==> src/rtl/phy_frame_reader.sv <==
// Purpose : walks virtual channels 0..3 of the capture buffer, emitting a header plus stored words per channel.
// Latency : first word (ch0 header) 2 cycles after i_start; buffer reads land RD_LAT=1 cycle after issue.
// Backpressure: o_valid/i_ready; reads are throttled so the 2-entry output FIFO never overflows.
//
// Ports:
//   clk, rst_n                 clock, asynchronous active-low reset
//   i_start, i_out_size        frame start pulse and expected frame length in words
//   o_rd_vchn, o_rd_addr       buffer read port; i_data_count is the count for o_rd_vchn
//   i_rd_data                  buffer read data, one cycle after the address
//   o_data/o_valid/i_ready     output stream, with o_sop/o_eop framing
//   o_busy, o_done, o_size_err frame status

// Purpose : generic first-word-fall-through FIFO with occupancy output.
// Latency : a pushed word is visible on out_dat the cycle after the push.
// Backpressure: no input ready; the writer must respect count.
module phy_frame_fifo #(
    parameter int W     = 32,
    parameter int DEPTH = 2
) (
    input  logic                         clk,
    input  logic                         rst_n,
    input  logic                         in_vld,
    input  logic [W-1:0]                 in_dat,
    output logic                         out_vld,
    output logic [W-1:0]                 out_dat,
    input  logic                         out_rdy,
    output logic [$clog2(DEPTH+1)-1:0]   count
);
    localparam int AW = (DEPTH > 1) ? $clog2(DEPTH) : 1;
    localparam int CW = $clog2(DEPTH + 1);

    logic [W-1:0]  mem [DEPTH];
    logic [AW-1:0] wr_ptr;
    logic [AW-1:0] rd_ptr;
    logic          pop;

    function automatic logic [AW-1:0] ptr_inc(input logic [AW-1:0] p);
        return (p == AW'(DEPTH - 1)) ? '0 : p + AW'(1);
    endfunction

    assign out_vld = (count != '0);
    assign out_dat = mem[rd_ptr];
    assign pop     = out_vld & out_rdy;

    always_ff @(posedge clk) begin
        if (in_vld) begin
            mem[wr_ptr] <= in_dat;
        end
    end

    always_ff @(posedge clk or negedge rst_n) begin
        if (!rst_n) begin
            wr_ptr <= '0;
            rd_ptr <= '0;
            count  <= '0;
        end else begin
            if (in_vld) begin
                wr_ptr <= ptr_inc(wr_ptr);
            end
            if (pop) begin
                rd_ptr <= ptr_inc(rd_ptr);
            end
            case ({in_vld, pop})
                2'b10:   count <= count + CW'(1);
                2'b01:   count <= count - CW'(1);
                default: count <= count;
            endcase
        end
    end
endmodule

module phy_frame_reader #(
    parameter logic [7:0] HDR_MARK = 8'hA5,
    parameter int         RD_LAT   = 1
) (
    input  logic        clk,
    input  logic        rst_n,
    input  logic        i_start,
    input  logic [15:0] i_out_size,
    output logic [1:0]  o_rd_vchn,
    input  logic [7:0]  i_data_count,
    output logic [7:0]  o_rd_addr,
    input  logic [31:0] i_rd_data,
    output logic [31:0] o_data,
    output logic        o_valid,
    input  logic        i_ready,
    output logic        o_sop,
    output logic        o_eop,
    output logic        o_busy,
    output logic        o_done,
    output logic        o_size_err
);
    // The in-flight accounting below tracks a single pending read.
    if (RD_LAT != 1) begin : g_rd_lat_check
        $error("phy_frame_reader: only RD_LAT = 1 is supported");
    end

    typedef enum logic [2:0] {
        S_IDLE,
        S_HDR,
        S_DATA,
        S_NEXT,
        S_DRAIN
    } state_t;

    typedef struct packed {
        logic        sop;
        logic        eop;
        logic [31:0] dat;
    } word_t;

    state_t      state_q;
    state_t      state_d;
    logic [7:0]  cnt_q;
    logic [7:0]  seq_q;
    logic [15:0] size_q;
    logic [15:0] word_cnt_q;
    logic        rd_pend_q;
    logic        rd_pend_eop_q;

    logic        accept;
    logic        hdr_push;
    logic        rd_issue;
    logic        ch_adv;
    logic        frame_end;
    logic        rd_last;
    logic        rd_room;

    logic        fifo_in_vld;
    word_t       fifo_in;
    word_t       fifo_out;
    logic        fifo_vld;
    logic [1:0]  fifo_count;
    logic        pop;
    logic [1:0]  occ_eff;

    assign pop     = fifo_vld & i_ready;
    // Occupancy net of the word leaving this cycle: a read issued now lands
    // one cycle later, after that pop has freed its slot. This is what keeps
    // a full-rate stream possible with only two entries.
    assign occ_eff = fifo_count - {1'b0, pop};
    assign rd_room = ({1'b0, occ_eff} + {2'b00, rd_pend_q}) < 3'd2;
    assign rd_last = (o_rd_addr == cnt_q - 8'd1);

    always_ff @(posedge clk or negedge rst_n) begin
        if (!rst_n) begin
            state_q <= S_IDLE;
        end else begin
            state_q <= state_d;
        end
    end

    always_comb begin
        state_d   = state_q;
        accept    = 1'b0;
        hdr_push  = 1'b0;
        rd_issue  = 1'b0;
        ch_adv    = 1'b0;
        frame_end = 1'b0;
        case (state_q)
            S_IDLE: begin
                if (i_start) begin
                    accept  = 1'b1;
                    state_d = S_HDR;
                end
            end
            S_HDR: begin
                // No read can be landing here: HDR is always preceded by
                // IDLE or NEXT, neither of which issues reads.
                if (fifo_count < 2'd2) begin
                    hdr_push = 1'b1;
                    state_d  = (i_data_count != 8'd0) ? S_DATA : S_NEXT;
                end
            end
            S_DATA: begin
                if (rd_room) begin
                    rd_issue = 1'b1;
                    if (rd_last) begin
                        state_d = S_NEXT;
                    end
                end
            end
            S_NEXT: begin
                if (o_rd_vchn == 2'd3) begin
                    state_d = S_DRAIN;
                end else begin
                    ch_adv  = 1'b1;
                    state_d = S_HDR;
                end
            end
            S_DRAIN: begin
                if ((fifo_count == 2'd0) && !rd_pend_q) begin
                    frame_end = 1'b1;
                    state_d   = S_IDLE;
                end
            end
            default: state_d = S_IDLE;
        endcase
    end

    always_ff @(posedge clk or negedge rst_n) begin
        if (!rst_n) begin
            cnt_q         <= '0;
            seq_q         <= '0;
            size_q        <= '0;
            word_cnt_q    <= '0;
            rd_pend_q     <= 1'b0;
            rd_pend_eop_q <= 1'b0;
            o_rd_vchn     <= '0;
            o_rd_addr     <= '0;
            o_busy        <= 1'b0;
            o_done        <= 1'b0;
            o_size_err    <= 1'b0;
        end else begin
            o_done        <= frame_end;
            rd_pend_q     <= rd_issue;
            rd_pend_eop_q <= rd_issue & rd_last & (o_rd_vchn == 2'd3);
            if (hdr_push) begin
                cnt_q <= i_data_count;
            end
            // Hold the last address rather than stepping past cnt-1.
            if (rd_issue && !rd_last) begin
                o_rd_addr <= o_rd_addr + 8'd1;
            end
            if (ch_adv) begin
                o_rd_vchn <= o_rd_vchn + 2'd1;
                o_rd_addr <= '0;
            end
            if (pop) begin
                word_cnt_q <= word_cnt_q + 16'd1;
            end
            if (frame_end) begin
                seq_q      <= seq_q + 8'd1;
                o_busy     <= 1'b0;
                o_size_err <= o_size_err | (word_cnt_q != size_q);
            end
            if (accept) begin
                size_q     <= i_out_size;
                o_size_err <= 1'b0;
                o_rd_vchn  <= '0;
                o_rd_addr  <= '0;
                word_cnt_q <= '0;
                o_busy     <= 1'b1;
            end
        end
    end

    always_comb begin
        fifo_in     = '0;
        fifo_in_vld = hdr_push | rd_pend_q;
        if (hdr_push) begin
            fifo_in.dat = {HDR_MARK, 6'b0, o_rd_vchn, seq_q, i_data_count};
            fifo_in.sop = (o_rd_vchn == 2'd0);
            fifo_in.eop = (o_rd_vchn == 2'd3) && (i_data_count == 8'd0);
        end else begin
            fifo_in.dat = i_rd_data;
            fifo_in.eop = rd_pend_eop_q;
        end
    end

    phy_frame_fifo #(
        .W     ($bits(word_t)),
        .DEPTH (2)
    ) u_fifo (
        .clk     (clk),
        .rst_n   (rst_n),
        .in_vld  (fifo_in_vld),
        .in_dat  (fifo_in),
        .out_vld (fifo_vld),
        .out_dat (fifo_out),
        .out_rdy (i_ready),
        .count   (fifo_count)
    );

    // Gate with valid so stale entries never show on the stream.
    assign o_valid = fifo_vld;
    assign o_data  = fifo_vld ? fifo_out.dat : 32'd0;
    assign o_sop   = fifo_vld & fifo_out.sop;
    assign o_eop   = fifo_vld & fifo_out.eop;
endmodule

==> config.mk <==
export PLATFORM = sky130hd
export DESIGN_NAME = phy_frame_reader
export DESIGN_NICKNAME = d
export VERILOG_FILES = /design/src/rtl/phy_frame_reader.sv
export SDC_FILE = /design/constraint.sdc
export NUM_CORES = 1
export LEC_CHECK = 0
export CAP_MARGIN = 30
export CORE_UTILIZATION = 35
export DETAILED_ROUTE_END_ITERATION = 16
export SLEW_MARGIN = 20
export SYNTH_ARGS = -nofsm -noshare
export SYNTH_HDL_FRONTEND = slang
export SYNTH_SLANG_ARGS = --single-unit
export TNS_END_PERCENT = 5
==> constraint.sdc <==
create_clock -name clk -period 3.45 [get_ports clk]
set_input_delay 0.5175 -clock clk [delete_from_list [all_inputs] [get_ports clk]]
set_output_delay 0.5175 -clock clk [all_outputs]
set_load 0.01 [all_outputs]
==> results.ini <==
[outcome]
outcome=completed

[floorplan]
rows=49
initial_core_util_pct=35.7
ios=108
die-area_sq_mm=0.0188
core_sq_mm=0.0179
die_w_microns=137
die_y_microns=137

[yosys]
async_flop_share_pct=50.7
ys_seq_elements=138
ys_warn_count=0
ys.flop_type=dfrtp_1
synth_seq_area_share_pct=59.4
synth.distinct_cells=42
synthCells=559
syn_nets=627
avgSynthCellArea_sq_um=11.4
synth_area_sq_mm=0.00639
synth_edf_count=68

[critical_path]
slowest_delay_ns=0.56
critical-path-top-delay-family=buffers and inverters
start_kind=flop
rrSetupSlack_ns=1.08
crit_arrival_ns=2.14
worstSetupEndpointType=output pin
crit_chain=buf_4, mux2i_1, nor2_1, clkdlybuf4s50_1
cp_max_fo=12
crit_required_ns=2.93
cp_slowest_cell=dfrtp_2
critPathKind=flop to output pin
rr_worst_depth=11
worst-path-stages=4
crit_buf_inv=2
r2r_end=o_rd_addr[4]$_DFFE_PN0P_
r2r-start=u_fifo.count[1]$_DFFE_PN0P_

[placement]
hpwlAfterDp_mm=9.69
routabilityCongestion=0.820
place_area_sq_mm=0.00778
portBuffers=107
post-place-ws_ns=0.775

[global_route]
grt_pass1_vias=4501
grt_pass1_wl_mm=22.6
grt_antenna_before_repair=0
grt_max_degree=40
track_usage_pct=16.0
overflow=0

[drt]
via_count=4408
drt_iter0_drc=296
drt_pass1_iterations=4
wl_mm=13.8
wl_per_cell_microns=15.0
drt-vias-per-instance=4.80
drc=0
ant_nets=0

[timing]
achievable-frequency_mhz=376
setup_violations=0
hold_viol_final=0
layout_min_cycle_time_ns=2.66
finalCritPeriodShare_pct=77.1
tightest_slew_ns=0.782
max-slew-margin-rel_pct=47.8
final_max_slew_viol_count=0
rsz0062_at_grt=false
tns_ns=0
worst_slack_ns=0.790
fin_skew_ns=0.00728

[power]
p_leak_nw=3.52
pwr-share-seq_pct=37.0
p_comb_share_pct=37.7
vdd_drop_max_mv=0.534
p_int_mw=4.82
p_sw_share_pct=33.9
report.power.total_mw=7.30
power_density_mw_per_mm2=871
p_switching_mw=2.48
power_frac_clock_pct=25.2

[clocking]
cts_resized=0
cts_tree=built
clk_pin_slew_ns=0.06
clockRootBuffer=clkbuf_16
htreeDepth=4
clock_path_buffers=2
worstSkewPairLatency_ns=0.43
post_cts_buffers=0
clock-sinks=138
numCtsBuffers=17
cts_hold_buf=0

[hold_path]
hold_path.class=primary input to asynchronous set/reset pin

[cells_and_area]
area_growth_syn_to_layout_pct=31.2
final_nets=745
drive_above_1_share_pct=10.7
num_antenna_cells=0
n_fill_cell=1644
fin_area_sq_mm=0.00838

[flow_run]
cap_violations=0

routing by layer:
| metal | vias to the layer above | wire length, microns | global-route usage, % |
|---|---|---|---|
| met5 | - | 0 | 0 |
| met4 | 0 | 228 | 6.65 |
| met3 | 18 | 711 | 4.15 |
| met2 | 105 | 6510 | 25.8 |
| met1 | 2130 | 6310 | 20.3 |
| li1 | 2155 | - | - |
flip-flops by register name, indices dropped and copies added, names as in the netlist, 2 cells and up:
name / cells
size_q: 16
state_q: 3
u_fifo.mem: 68
word_cnt_q: 16
cnt_q: 8
u_fifo.count: 2
o_rd_vchn: 2
o_rd_addr: 8
seq_q: 8
stage by stage:
stage	instances	util, %	hold WS [ns]
after floorplan	559	-	0.222
after global placement	887	43.5	0.459
after detailed placement	887	43.5	0.458
after CTS	919	46.8	0.185
after global routing	919	46.8	0.220
final	919	46.8	0.173
synthesized netlist by cell type (all sizes together), types with 4 or more instances:
library cell | n | area (sq um)
edfxtp | 68 | 2040
ha | 8 | 100
nor3 | 7 | 40.0
xor2 | 28 | 245
nor4 | 8 | 50.1
and2 | 12 | 75.1
nand3 | 11 | 55.1
or3 | 4 | 25.0
and3 | 4 | 25.0
nand2 | 98 | 370
dfrtp | 70 | 1750
nor2 | 71 | 267
mux2 | 17 | 191
mux2i | 41 | 410
o21ai | 9 | 45.0
xnor2 | 24 | 210
clkbuf | 18 | 67.6
nand4 | 9 | 56.3
a21oi | 6 | 30.0
nand2b | 6 | 37.5
inv | 12 | 45.0
cell usage in the layout, fill, tap and decap left out, types with 3 or more instances in the layout:
cell type	Yosys	routed
nor3_1	6	6
dfrtp_1	70	69
nand3_1	11	11
clkdlybuf4s50_1	0	106
xnor2_1	24	24
edfxtp_1	68	68
buf_4	0	12
or3_1	4	4
inv_1	12	12
and3_1	4	4
o21bai_1	3	3
nand2_1	97	97
o21ai_0	9	9
nand2b_1	6	6
mux2i_1	41	41
xor2_1	28	28
clkbuf_16	0	17
clkinv_2	0	3
nor2_1	71	69
ha_1	8	8
nand4_1	9	9
a21oi_1	6	6
mux2_2	17	17
nor4_1	8	8
and2_1	12	12
bufinv_16	0	3
clkinv_4	0	4
worst max path at each step:
stage | startpoint | slack (ns) | to
after CTS | u_fifo.rd_ptr$_DFFE_PN0P_ | 0.76 | o_data[16]
after detailed placement | i_ready | 0.77 | o_rd_addr[4]$_DFFE_PN0P_
after global routing | u_fifo.rd_ptr$_DFFE_PN0P_ | 0.67 | o_data[6]
after global placement | i_ready | 0.83 | o_rd_addr[4]$_DFFE_PN0P_
final | u_fifo.rd_ptr$_DFFE_PN0P_ | 0.79 | o_data[16]
after floorplan | state_q[0]$_DFFE_PN0P_ | 0.50 | u_fifo.mem[1][0]$_DFFE_PP_
power by group through the flow:
stage          clock network, mW  logic [mW]  registers, mW
3_5_place_dp                   0        2.79           2.74
5_1_grt                     1.97        3.05           2.77
3_3_place_gp                   0        2.75           2.72
4_1_cts                     1.88        2.80           2.71
2_1_floorplan                  0        1.72           2.61
6_report                    1.84        2.76           2.70
cells by family after synthesis:
family	share of synthesized area, %
AOI/OAI and AO/OA	3.35
xor gates and xnor gates	7.48
adders and majority gates	1.57
buffers and inverters	1.90
DFF	59.4
muxes	9.42
and+or+nand+nor	16.9
worst register-to-register path: cells and delay by family (launching register included):
kind | cells | cell delay (ns)
AND/OR/NAND/NOR | 4 | 0.63
XOR/XNOR | 1 | 0.12
AO/OA/AOI/OAI | 2 | 0.36
flip-flops | 1 | 0.45
adder cells (fa/ha/maj) | 1 | 0.23
buffers and inverters | 3 | 0.46
cell type report:
| cell class | instances | area, sq um | area share, % |
|---|---|---|---|
| Timing Repair Buffer | 119 | 1160 | 13.8 |
| Sequential cell | 138 | 3790 | 45.3 |
| Inverter | 12 | 45.0 | 0.537 |
| Clock buffer | 18 | 429 | 5.12 |
| Tap cell | 229 | 287 | 3.42 |
| Multi-Input combinational cell | 389 | 2500 | 29.8 |
| Clock inverter | 14 | 173 | 2.06 |
Power figures use the tool's default switching activity.
